--- src/rtl/digit_serial_adder_pkg.sv ---
// dsa_pkg: FSM state encoding and default geometry shared by the digit-serial adder.
package dsa_pkg;
    typedef enum logic [1:0] {IDLE, RUN, DONE} state_t;
    localparam int DSA_WIDTH = 16;
    localparam int DSA_DIGIT = 4;
endpackage

--- src/rtl/digit_adder.sv ---
// digit_adder: combinational DIGIT-bit ripple adder with carry in/out.
module digit_adder #(
    parameter int DIGIT = 4
) (
    input  logic [DIGIT-1:0] a,
    input  logic [DIGIT-1:0] b,
    input  logic             ci,
    output logic [DIGIT-1:0] s,
    output logic             co
);
    assign {co, s} = {1'b0, a} + {1'b0, b} + {{DIGIT{1'b0}}, ci};
endmodule

--- src/rtl/digit_serial_adder.sv ---
// digit_serial_adder: adds two WIDTH-bit operands DIGIT bits per clock.
// Define DIGIT_SERIAL_ADDER_SUB_EN to add a 'sub' port computing a - b.
module digit_serial_adder
    import dsa_pkg::*;
#(
    parameter int WIDTH = DSA_WIDTH,
    parameter int DIGIT = DSA_DIGIT
) (
    input  logic             clk,
    input  logic             rst_n,
    input  logic             start,
    input  logic [WIDTH-1:0] a,
    input  logic [WIDTH-1:0] b,
    input  logic             cin,
`ifdef DIGIT_SERIAL_ADDER_SUB_EN
    input  logic             sub,
`endif
    output logic             busy,
    output logic             done,
    output logic [WIDTH-1:0] sum,
    output logic             cout
);
    localparam int N  = WIDTH / DIGIT;
    localparam int CW = $clog2(N + 1);

    if (DIGIT < 1 || WIDTH % DIGIT != 0) begin : g_bad_geometry
        $error("digit_serial_adder: WIDTH must be a multiple of DIGIT");
    end

    state_t                 state, state_nxt;
    logic [CW-1:0]          cnt;
    logic [WIDTH-1:0]       sa, sb, acc;
    logic                   carry;
    logic [DIGIT-1:0]       ds;
    logic                   dco;
    logic [WIDTH+DIGIT-1:0] cat;
    logic [WIDTH-1:0]       b_in;
    logic                   c_in;
    logic                   accept, last;

`ifdef DIGIT_SERIAL_ADDER_SUB_EN
    // Subtraction is a + ~b + 1; cin is ignored so cout reads as "no borrow".
    assign b_in = sub ? ~b : b;
    assign c_in = sub ? 1'b1 : cin;
`else
    assign b_in = b;
    assign c_in = cin;
`endif

    assign accept = start && state != RUN;
    assign last   = cnt == CW'(N - 1);
    assign cat    = {ds, acc};

    digit_adder #(.DIGIT(DIGIT)) u_digit_adder (
        .a (sa[DIGIT-1:0]),
        .b (sb[DIGIT-1:0]),
        .ci(carry),
        .s (ds),
        .co(dco)
    );

    always_comb begin
        state_nxt = state;
        busy      = state == RUN;
        done      = state == DONE;
        if (state == RUN)
            state_nxt = last ? DONE : RUN;
        else
            state_nxt = start ? RUN : IDLE;
    end

    // Digits enter acc from the MSB end; sum is only written on the final digit.
    always_ff @(posedge clk or negedge rst_n) begin
        if (!rst_n) begin
            state <= IDLE;
            cnt   <= '0;
            sa    <= '0;
            sb    <= '0;
            acc   <= '0;
            carry <= 1'b0;
            sum   <= '0;
            cout  <= 1'b0;
        end else begin
            state <= state_nxt;
            if (accept) begin
                sa    <= a;
                sb    <= b_in;
                carry <= c_in;
                acc   <= '0;
                cnt   <= '0;
            end else if (state == RUN) begin
                sa    <= sa >> DIGIT;
                sb    <= sb >> DIGIT;
                carry <= dco;
                acc   <= cat[WIDTH+DIGIT-1:DIGIT];
                cnt   <= cnt + 1'b1;
                if (last) begin
                    sum  <= cat[WIDTH+DIGIT-1:DIGIT];
                    cout <= dco;
                end
            end
        end
    end
endmodule

--- config.mk ---
export PLATFORM = sky130hd
export DESIGN_NAME = digit_serial_adder
export DESIGN_NICKNAME = d
export VERILOG_FILES = /design/src/rtl/digit_serial_adder_pkg.sv /design/src/rtl/digit_adder.sv /design/src/rtl/digit_serial_adder.sv
export SDC_FILE = /design/constraint.sdc
export NUM_CORES = 1
export LEC_CHECK = 0
export CORE_MARGIN = 2
export CORE_UTILIZATION = 41
export DETAILED_ROUTE_END_ITERATION = 7
export GPL_ROUTABILITY_DRIVEN = 0
export HOLD_SLACK_MARGIN = 0.06
export PLACE_DENSITY = 0.76
export SETUP_SLACK_MARGIN = 0.5
export SLEW_MARGIN = 40
export SYNTH_ARGS = -nofsm -noshare
export SYNTH_HDL_FRONTEND = slang
export SYNTH_SLANG_ARGS = --single-unit
--- constraint.sdc ---
create_clock -name clk -period 3.6 [get_ports clk]
set_input_delay 1.08 -clock clk [delete_from_list [all_inputs] [get_ports clk]]
set_output_delay 1.08 -clock clk [all_outputs]
set_load 0.01 [all_outputs]
======== Word-level counts from Yosys, hierarchy flattened ========
Index checks and enable logic that the tools add are counted.
operators by class
  muxes and demuxes ....................... 13
  add/sub/neg operators ................... 3
  reduce and logical (&&, ||, !) cells .... 3
  bitwise logic cells ..................... 1
  equal/unequal tests ..................... 4
operators by type and width
  operator                                                                  number
  16-bit two-way mux                                                        6
  3-bit two-way mux                                                         2
  4-bit by 4-bit adder with 5-bit output                                    1
  5-bit by 1-bit adder with 5-bit output                                    1
  2-bit two-way mux                                                         2
  3-bit by 1-bit adder with 3-bit output (second input constant)            1
  3-bit by 2-bit equality test with 1-bit output (second input constant)    1
  1-bit two-way mux                                                         3
  3-bit AND reduction                                                       1
  2-bit by 1-bit equality test with 1-bit output (second input constant)    1
  2-bit equality test (second input constant)                               1
  2-bit by 1-bit inequality test with 1-bit output (second input constant)  1
  2-bit nonzero test                                                        1
  1-bit logical AND                                                         1
  1-bit inverter                                                            1
storage, ports and cells
  logic and storage cells ................. 32
  bits in registers ....................... 71

======== Logic depth before layout (Yosys ltp) ========
Gate-level depths: netlist of the first run.
  depth after elaboration ................. 4
  depth in mapped cells ................... 6
  mapped depth without buffers ............ 5

======== Modules after synthesis ========
A second synthesis of the first run with hierarchy kept.
second synthesis, totals
  cell total of the unflattened synthesis .. 217
  area, all modules ....................... 3398.3 um^2
by module, submodules not included
  module              instances  area an instance (um^2)  cells each  sequential area each (um^2)
  digit_serial_adder  1          3254.4                   201         1676.6
  digit_adder         1          143.9                    16          0.0

======== Worst setup path before layout of the first run ========
No wires, ideal clock.
  path kind ............................... register -> output
  from .................................... reg state[1]
  to ...................................... out busy
  required time ........................... 2520 ps
  buffers on the path ..................... 2
  slack ................................... 1661 ps
  data arrival time ....................... 859 ps
  cell stages (with the launch flop) ...... 5
  cells stage by stage .................... dfrtp_1 -> nand2b_1 -> buf_6 -> inv_6 -> buf_4
on the way
  longest elaborated chain between the ends .. 1
RTL lines
  what                                            line                      text
  start: declaration                              digit_serial_adder.sv:30  state_t state, state_nxt;
  start signal: assignment                        digit_serial_adder.sv:84  state <= state_nxt;
  2-bit by 1-bit equality test with 1-bit output  digit_serial_adder.sv:64  busy = state == RUN;
  end: declaration                                digit_serial_adder.sv:18  output logic busy,
Every way passes these cells.

======== Worst setup path after layout of the first run ========
Ends and elaborated chain as after synthesis.

==> summary.txt, run 1 <==
Worst setup path
  • Reg-to-reg startpoint: sa[0]$_DFFE_PN0P_
  • Crit end category: output port
  • CP Launch Point: state[1]$_DFF_PN0_
  • Critical Path RT: 2.52 ns
  • Critical path class: reg -> out
  • Critical Path AT: 1.65 ns
  • CP delay by family, top: buffers and inverters
  • Crit Path Max Fanout: 17
  • Worst path buffer plus inverter count: 3
  • CP Launch Type: register
  • Worst path cell trace: nand2b_1 -> buf_4 -> inv_6 -> clkdlybuf4s50_1
  • Critical Path Max Stage Delay: 0.52 ns
  • CP max-delay cell: clkdlybuf4s50_1

GRT
  • Overall routing resource usage: 15.2%
  • First-pass GRT wire length: 9.11 mm
  • Largest net degree at the start of global routing: 73
  • Vias in the first global route: 1943
  • Initial antenna violation count: 0
  • Grt total ovfl: 0

Synth
  • Share of the synthesized area in the top cell type: 56.1%
  • Main combinational cell family by area after synthesis: multiplexers
  • Post-synthesis cell type count: 28
  • Synth Net Count: 300
  • Sequential area share after synthesis: 56.1%
  • Synth Area in XOR/XNOR: 0.293%
  • Main synth FF type: dfrtp_1
  • Avg Cell Area, Syn: 11.6 µm²
  • Synth Area in Compound Gates: 6.45%
  • Adder-Cell Fraction of Synth Area: 3.43%
  • Total of warnings raised by yosys: 0
  • Yosys reg bits: 67
  • Simple-Gate Fraction of Synth Area: 12.6%
  • Mapped Area: 2990 µm²
  • Async set or reset register ratio after synthesis: 100%
  • Post-synthesis mux area share: 16.4%
  • Area leader, netlist: dfrtp_1
  • Post-Syn Instances: 257
  • Number of synthesized flops with an enable pin: 0
  • Top post-synthesis cells by area: dfrtp_1, mux2i_1, nand2_1

Floorplan
  • CORE AREA: 7140 µm²
  • Row count: 31
  • Total die area: 7990 µm²
  • Starting Density: 41.9%
  • # IOs: 55
  • Die width: 89.4 µm
  • Die H: 89.4 µm

Place
  • Post-DP Area: 3560 µm²
  • Placed Cells incl. Taps: 398
  • DPL Wire Length: 3.64 mm
  • Port bufs: 54

Power
  • VDD IR max: 0.000304 V
  • Leak: 0.00177 µW
  • Pwr Total: 2800 µW
  • Pwr/cell area: 751 nW/µm²

Layout
  • Post-route cell area: 3730 µm²
  • Fillers: 672
  • ANT cells: 0
  • Synth-to-Final Area Change: 25.0%
  • Final #Nets: 353
  • Share of cells above drive strength 1: 11.5%
  • Fin cells: 413

Detailed routing
  • DRT Pass-1 Iters: 4
  • DRC Markers: 0
  • Antenna-violating nets left: 0
  • Routed via count: 1957
  • Final wirelength: 5.32 mm
  • Iter 0 DRT Violations: 108
  • Number of vias per cell: 4.74
  • WL/cell: 12.9 µm

STA
  • Final hold vios: 0
  • Final Cycle Share: 75.8%
  • Fin Setup TNS: 0 ns
  • Max-slew violations: 0
  • Setup Skew: 0.00533 ns
  • Slew of the pin with the lowest slew margin: 0.659 ns
  • Fmax: 367 MHz
  • Final worst path period need: 2.73 ns
  • Setup violators final: 0
  • Slew HR: 56.1%
  • WHS: 0.479 ns
  • RSZ-0062 raised after global routing: false

Clock network
  • Hold-fix buffers at CTS: 0
  • Post-CTS Setup Inserts: 0
  • Cts repair resizes: 0
  • Longest Clk Path Bufs: 2
  • H-tree levels: 3
  • CTS sink count: 67
  • CTS buffer count: 9
  • CTS tree: done
  • Root buffer cell: clkbuf_8
  • Worst-skew pair later-pin latency: 0.34 ns
  • CTS clk-pin slew, worst paths: 0.06 ns

Hold path
  • Hold wc startpoint: sa[5]$_DFFE_PN0P_
  • Hold Path Class: reg -> reg

Outcome
  • Status: complete, no violations

Flow run
  • Total of max-cap violations: 0
## per-stage QoR
stage               util (%)  setup slack (ns)
finish                  52.3             0.872
CTS                     52.3             0.857
floorplan                  -              1.66
detailed placement      49.9              1.23
global placement        49.8              1.23
global route            52.3             0.796
## routing by layer
layer | vias up | global-route usage [%] | part of all wire [%]
li1 | 983 | - | -
met1 | 914 | 20.3 | 47
met2 | 53 | 22.5 | 45
met3 | 7 | 6.83 | 6.9
met4 | 0 | 4.34 | 1.1
met5 | - | 0 | 0
## registers in the layout, indices dropped and copies added (netlist names)
signal / cells
sa: 16
sb: 16
sum: 16
acc: 12
cnt: 3
state: 2
carry: 1
cout: 1
## worst min-delay path: cells and delay by family, from the launching register on
family	cells	cell delay, ns
AOI/OAI and AO/OA	1	0.06
DFF	1	0.34
and+or+nand+nor	1	0.05
## final timing paths
path,depth (start not counted),to,slack [ns]
worst max-delay path,4,busy,0.87
worst min-delay path,2,sa[1]$_DFFE_PN0P_,0.48
worst max register to register,5,carry$_DFFE_PN0P_,1.66
worst min register to register,2,sa[1]$_DFFE_PN0P_,0.48
max in group asynchronous,2,sb[13]$_DFFE_PN0P_,2.28
min in group asynchronous,1,acc[4]$_DFFE_PN0P_,0.74
## report_power, final
group / leakage (µW) / internal [µW] / switching [µW] / total (µW)
clock network: 0.0000902 / 314 / 259 / 574
logic: 0.000806 / 498 / 510 / 1010
registers: 0.000872 / 1050 / 173 / 1220
total: 0.00177 / 1860 / 942 / 2800
## kinds of logic (layout without fill, tap and decap cells)
group,count (synthesis),in the layout
AO/OA/AOI/OAI,36,36
buffers and inverters,20,77
XOR/XNOR,1,1
AND/OR/NAND/NOR,79,79
flip-flops,67,67
adder cells (fa/ha/maj),7,7
multiplexers,47,47
## cell usage after synthesis, types with 2 or more instances
master / number
nor2b_1: 2
nand2_1: 49
o31ai_1: 2
clkbuf_4: 2
fa_1: 2
a21oi_1: 3
nor2_1: 10
mux2i_1: 32
inv_1: 2
mux2_2: 15
buf_4: 6
dfrtp_1: 67
o21ai_0: 28
ha_1: 5
buf_2: 5
nand3b_1: 13
buf_6: 3
## cells in the final DEF, fill, tap and decap left out, drive strengths merged, types with 2 or more instances in the layout
cell type	Yosys	routed
mux2i	32	32
mux2	15	15
ha	5	5
o31ai	2	2
nand3b	14	14
clkbuf	3	12
a21oi	3	3
nor2b	2	2
nand2	49	49
clkdlybuf4s50	0	52
dfrtp	67	67
o21ai	28	28
inv	3	3
buf	14	7
nor2	10	10
clkinv	0	2
fa	2	2
## layout make-up
| class | instances | area [µm²] | share of cell area, % |
|---|---|---|---|
| Sequential cell | 67 | 1680 | 44.9 |
| Multi-Input combinational cell | 170 | 1170 | 31.4 |
| Timing Repair Buffer | 59 | 571 | 15.3 |
| Clock buffer | 12 | 135 | 3.62 |
| Tap cell | 99 | 124 | 3.32 |
| Clock inverter | 3 | 40.0 | 1.07 |
| Inverter | 3 | 16.3 | 0.436 |
Note: power is estimated with default switching activity, not from simulation.
==> inputs of run 2 (changes only) <==
Settings changed: PLACE_DENSITY 0.76 to 0.79.
Clock period 3.6 ns to 2.5 ns, I/O delays scaled along.
==> run 2 against run 1 <==
Final area increased by 1.9%. Worst hold slack got worse by 0.044 ns. Routed wire length increased by 4.7%. Setup slack lost 0.35 ns. Combinational power up 43%. Non-clock buffer count shrank 1. Clock skew about the same. Highest routed layer unchanged. Sequential cell count is the same. Critical path depth fell by 1. Core utilization grew 1.0 points. Global-route usage is 0.23 points higher. Via count grew 1.4%.
==> summary.txt, run 2 (synthesis results as in run 1) <==
Outcome
  • Status: complete, no violations

Layout
  • Final #Nets: 352 (-0.28%)
  • Finished Core Util: 53.3% (+1.0 points)
  • Largest regs: sa x16, sb x16, sum x16
  • Synth-to-Final Area Change: 27.3%
  • Fin cells: 412 (-0.24%)
  • Most frequent cells in the layout: dfrtp_1, nand2_1, clkdlybuf4s50_1
  • Share of cells above drive strength 1: 12.5% (+1.0 points)
  • Fillers: 649 (-3.4%)
  • Commonest non-fill, non-tap cell in the layout: dfrtp_1
  • ANT cells: 0 (unchanged)

STA
  • WHS: 0.435 ns (-0.0441 ns)
  • Final hold vios: 0 (unchanged)
  • Final Cycle Share: 78.9%
  • Max-slew violations: 0 (unchanged)
  • Setup violators final: 0 (unchanged)
  • Fmax: 507 MHz
  • Setup Skew: 0.00550 ns (+0.000166 ns)
  • RSZ-0062 raised after global routing: true
  • Final worst path period need: 1.97 ns
  • Fin Setup TNS: 0 ns (unchanged)
  • Slew of the pin with the lowest slew margin: 0.642 ns (-0.0173 ns)
  • Slew HR: 57.2% (+1.2 points)

Power
  • Pwr Total: 4100 µW (+46%)
  • Pwr/cell area: 1080 nW/µm² (+43%)
  • Clock power frac: 21.6% (+1.1 points)
  • VDD IR max: 0.000516 V (+70%)
  • Sw frac: 34.0% (+0.36 points)
  • Power share of the combinational group: 35.2% (-0.8 points)
  • Leak: 0.00197 µW (+11%)
  • Seq pwr share: 43.3% (-0.3 points)
  • Internal power: 2710 µW (+45%)
  • Net Sw Power: 1390 µW (+48%)

Detailed routing
  • WL/cell: 13.5 µm (+5.0%)
  • Number of vias per cell: 4.82 (+1.6%)
  • Routed via count: 1984 (+1.4%)
  • Final wirelength: 5.58 mm (+4.7%)
  • Iter 0 DRT Violations: 112 (+3.7%)
  • DRC Markers: 0 (unchanged)
  • DRT Pass-1 Iters: 4 (unchanged)
  • Antenna-violating nets left: 0 (unchanged)

Worst setup path
  • Critical Path AT: 1.22 ns (-0.43 ns)
  • CP Launch Point: state[1]$_DFF_PN0_
  • Crit end category: output port
  • CP Launch Type: register
  • Reg-to-reg startpoint: sa[0]$_DFFE_PN0P_
  • Critical Path RT: 1.75 ns (-0.77 ns)
  • Crit Path Max Fanout: 3 (-14)
  • Critical path class: reg -> out

Clock network
  • H-tree levels: 3 (unchanged)
  • Longest Clk Path Bufs: 2 (unchanged)
  • Worst-skew pair later-pin latency: 0.34 ns (about the same)
  • CTS tree: done
  • CTS sink count: 67 (unchanged)
  • Cts repair resizes: 7 (+7)
  • Root buffer cell: clkbuf_8
  • Post-CTS Setup Inserts: 0 (unchanged)
  • Hold-fix buffers at CTS: 0 (unchanged)
  • CTS clk-pin slew, worst paths: 0.06 ns (about the same)
  • CTS buffer count: 9 (unchanged)

GRT
  • Largest net degree at the start of global routing: 73 (unchanged)
  • First-pass GRT wire length: 9.29 mm (+2.0%)
  • Grt total ovfl: 0 (unchanged)
  • Overall routing resource usage: 15.4% (+0.23 points)
  • Initial antenna violation count: 0 (unchanged)
  • Vias in the first global route: 1999 (+2.9%)

Floorplan
  • CORE AREA: 7140 µm² (unchanged)
  • Die width: 89.4 µm (unchanged)
  • Starting Density: 41.9% (unchanged)
  • Total die area: 7990 µm² (unchanged)
  • Die H: 89.4 µm (unchanged)
  • Row count: 31 (unchanged)
  • # IOs: 55 (unchanged)

Place
  • Port bufs: 54 (unchanged)
  • Placed Cells incl. Taps: 397 (-0.25%)
  • DPL Wire Length: 3.74 mm (+2.8%)

Flow run
  • Total of max-cap violations: 0 (unchanged)

Hold path
  • Hold Path Class: in -> async
[run 2: cell count changes in the layout (fill, tap and decap cells not counted), sizes merged]
cell,before,now
dlygate4sd2,0,5
clkdlybuf4s50,52,35
clkinv,2,1
dlymetal6s2s,0,12
clkbuf,12,13
buf,7,6
[run 2: cell type report]
| class | instances | area [µm²] | share of cell area [%] |
|---|---|---|---|
| repair buffers | 58 | 609 | 16.0 |
| clock inverters | 2 | 35.0 | 0.921 |
| inverters | 3 | 16.3 | 0.427 |
| well taps | 99 | 124 | 3.26 |
| flip-flops and latches | 67 | 1680 | 44.1 |
| clock buffers | 13 | 159 | 4.18 |
| multi-input cells | 170 | 1180 | 31.1 |
[run 2: per-layer routing]
metal | vias up | routed length (µm) | global-route usage, %
met2 | 53 | 2480 | 23.6
met3 | 6 | 384 | 6.37
met1 | 942 | 2660 | 20.1
met5 | - | 0 | 0
li1 | 983 | - | -
met4 | 0 | 58 | 4.88
[run 2: per-stage QoR]
step / area, µm² / setup slack, ns
global placement: 3570 / 0.518
CTS: 3770 / 0.432
global route: 3800 / 0.478
finish: 3800 / 0.526
floorplan: 2990 / 0.735
detailed placement: 3570 / 0.512
[run 2: worst max-delay path: stages, from the launching register on]
cell           delay, ns
dfrtp_1             0.39
nand2b_4            0.17
inv_6               0.06
dlygate4sd2_1       0.27
[run 2: power by group through the flow]
stage          clock [µW]  sequential (µW)  combinational, µW
2_1_floorplan           0             1770                999
3_3_place_gp            0             1770               1410
3_5_place_dp            0             1800               1480
4_1_cts               912             1780               1470
5_1_grt               950             1830               1640
6_report              884             1770               1440
[run 2: path summary, 6_finish.rpt]
kind	to	slack [ns]	depth (start not counted)
hold reg to reg	sa[1]$_DFFE_PN0P_	0.48	2
setup / recovery	busy	0.53	3
max in group asynchronous	acc[13]$_DFFE_PN0P_	1.80	2
hold / removal	state[1]$_DFF_PN0_	0.43	2
setup reg to reg	carry$_DFFE_PN0P_	0.63	5
min in group clk	sa[1]$_DFFE_PN0P_	0.48	2
==> inputs of run 3 (changes only) <==
Clock period 2.5 ns to 1.6 ns, I/O delays scaled along.
==> run 3 against run 2 <==
The flow now finishes with violations (negative setup slack). Global-route usage grew 5.9 points. Power grew 140%. Worst hold slack lost 0.30 ns. Final area grew 27%. Sequential cell count is the same. Combinational power grew to 3.8 times the previous value. Count of clock-buffer cells in the layout shrank 1. Via count grew 20%. Setup slack lost 0.70 ns. Largest cell class unchanged. Largest power group is now combinational logic.
==> summary.txt, run 3 (synthesis results as in run 1) <==
Worst setup path
  • Crit Path Max Fanout: 2 (-1)
  • CP delay by family, top: adder cells
  • Critical Path RT: 1.83 ns (+0.08 ns)
  • R2R Setup Slk: -0.17 ns (-0.80 ns)
  • Critical path class: reg -> reg
  • Critical Path Max Stage Delay: 0.43 ns (+0.04 ns)
  • Worst path most repeated cell: fa_2
  • Crit end category: register
  • CP max-delay cell: fa_2
  • Worst path cell trace: fa_2 -> fa_2 -> a21o_1 -> a21oi_2 -> o21ai_1
  • CP Launch Type: register
  • Critical Path AT: 2.00 ns (+0.78 ns)
  • Worst path buffer plus inverter count: 0 (-2)

Power
  • Internal power: 6350 µW (+130%)
  • Seq pwr share: 29.3% (-14 points)
  • Pwr Total: 9950 µW (+140%)
  • Leak: 0.00239 µW (+22%)
  • Clock power frac: 16.0% (-5.6 points)
  • Power share of the combinational group: 54.7% (+20 points)
  • Net Sw Power: 3600 µW (+160%)
  • Pwr/cell area: 2050 nW/µm² (+90%)
  • VDD IR max: 0.00113 V (+120%)
  • Sw frac: 36.2% (+2.2 points)

Layout
  • Synth-to-Final Area Change: 62.3%
  • ANT cells: 0 (unchanged)
  • Largest regs: sa x16, sb x16, sum x16
  • Share of cells above drive strength 1: 49.6% (+37 points)
  • Commonest non-fill, non-tap cell in the layout: dfrtp_1
  • Final #Nets: 403 (+14%)
  • Most frequent cells in the layout: dfrtp_1, clkdlybuf4s50_1, mux2i_1
  • Fin cells: 464 (+13%)
  • Post-route cell area: 4850 µm² (+27%)

Floorplan
  • Total die area: 7990 µm² (unchanged)
  • CORE AREA: 7140 µm² (unchanged)
  • Die width: 89.4 µm (unchanged)
  • Starting Density: 41.9% (unchanged)
  • # IOs: 55 (unchanged)
  • Die H: 89.4 µm (unchanged)
  • Row count: 31 (unchanged)

GRT
  • Largest net degree at the start of global routing: 68 (-6.8%)
  • GR Layer Usage met2: 38.8% (+15 points)
  • Grt peak-use layer: met2
  • Initial antenna violation count: 0 (unchanged)
  • Grt total ovfl: 0 (unchanged)
  • Met3 usage: 6.65% (+0.28 points)
  • Overall routing resource usage: 21.4% (+5.9 points)
  • Grt met1 use: 24.2% (+4.1 points)
  • Vias in the first global route: 2498 (+25%)
  • First-pass GRT wire length: 12.4 mm (+34%)

Hold path
  • Hold Path Class: in -> async

STA
  • Final hold vios: 0 (unchanged)
  • Final worst path period need: 1.77 ns
  • Final Cycle Share: 111%
  • Worst setup margin: -0.169 ns (-0.696 ns)
  • Setup violators final: 5 (+5)
  • RSZ-0062 raised after global routing: true
  • Setup Skew: 0.00690 ns (+0.00140 ns)
  • Slew HR: 75.6% (+18 points)
  • Max-slew violations: 0 (unchanged)
  • Slew of the pin with the lowest slew margin: 0.365 ns (-0.276 ns)
  • Fmax: 565 MHz

Clock network
  • Worst-skew pair later-pin latency: 0.34 ns (about the same)
  • Hold-fix buffers at CTS: 0 (unchanged)
  • CTS clk-pin slew, worst paths: 0.07 ns (about the same)
  • CTS buffer count: 9 (unchanged)
  • Root buffer cell: clkbuf_8
  • H-tree levels: 3 (unchanged)
  • CTS tree: done
  • Longest Clk Path Bufs: 2 (unchanged)
  • CTS sink count: 67 (unchanged)

Outcome
  • Status: finished with violations
  • Failing checks: negative setup slack

Detailed routing
  • Final wirelength: 8.46 mm (+52%)
  • WL/cell: 18.2 µm (+35%)
  • DRT Pass-1 Iters: 4 (unchanged)
  • Number of vias per cell: 5.14 (+6.7%)
  • Iter 0 DRT Violations: 112 (unchanged)
  • DRC Markers: 0 (unchanged)
  • Antenna-violating nets left: 0 (unchanged)
  • Routed via count: 2383 (+20%)

Place
  • DPL Wire Length: 3.81 mm (+1.8%)
  • Post-DP Area: 3720 µm² (+4.1%)
  • Setup WS pre-CTS: -0.0902 ns (-0.602 ns)
  • Placed Cells incl. Taps: 402 (+1.3%)
  • Port bufs: 54 (unchanged)

Flow run
  • Total of max-cap violations: 0 (unchanged)
[run 3: cell count changes in the layout (fill, tap and decap cells not counted), moves of 16 or more]
| cell | before | now |
|---|---|---|
| buf_4 | 2 | 26 |
| nand2_4 | 0 | 21 |
| nand2_1 | 49 | 15 |
| o21ai_0 | 28 | 0 |
| buf_2 | 2 | 18 |
| o21ai_2 | 0 | 20 |
[run 3: final timing paths]
check	start	to	cells past startpoint
worst max-delay path	carry$_DFFE_PN0P_	cout$_DFFE_PN0P_	5
worst min-delay path	rst_n	sum[10]$_DFFE_PN0P_	2
worst max register to register	carry$_DFFE_PN0P_	cout$_DFFE_PN0P_	5
worst min register to register	acc[10]$_DFFE_PN0P_	acc[6]$_DFFE_PN0P_	2
max in group asynchronous	rst_n	cnt[2]$_DFFE_PN0P_	2
min in group clk	acc[10]$_DFFE_PN0P_	acc[6]$_DFFE_PN0P_	2
[run 3: cell type report]
cell class	instances	area [µm²]
clock inverter	4	72.6
timing repair buffer	107	1150
sequential	67	1680
clock buffer	12	155
multi-input combinational	172	1650
fill	523	2290
inverter	3	18.8
tap	99	124
[run 3: power groups by stage]
stage                     Clock [µW]  Sequential [µW]  Combinational (µW)
after global placement             0             2770                2570
after detailed placement           0             2810                2680
after global routing            1700             2980                5770
after floorplan                    0             2780                1830
after CTS                       1620             2800                4390
final                           1600             2910                5440
[run 3: what timing repair did]
item,in CTS,in global routing
gates cloned,9,1
endpoints found under the setup margin,79,86
resized for setup,165,59
pin swaps,28,27
buffers inserted,27,9
[run 3: per-stage QoR]
step	setup TNS (ns)	hold slack, ns	utilization (%)
2_1_floorplan	-0.0593	0.184	-
3_3_place_gp	-0.135	0.461	52.1
3_5_place_dp	-0.242	0.465	52.1
4_1_cts	-0.198	0.157	63.0
5_1_grt	-0.853	0.181	68.0
6_report	-0.671	0.138	68.0
[run 3: worst reg2reg max path: stages, from the launching register on]
cell	delay, ns
dfrtp_1	0.42
fa_2	0.43
fa_2	0.36
a21o_1	0.19
a21oi_2	0.17
o21ai_1	0.09
[run 3: metal layers]
metal  share of wire [%]  up-vias
met4                 3.0        0
met3                 5.3       20
li1                    -     1096
met1                  38     1178
met2                  54       89
met5                   0        -
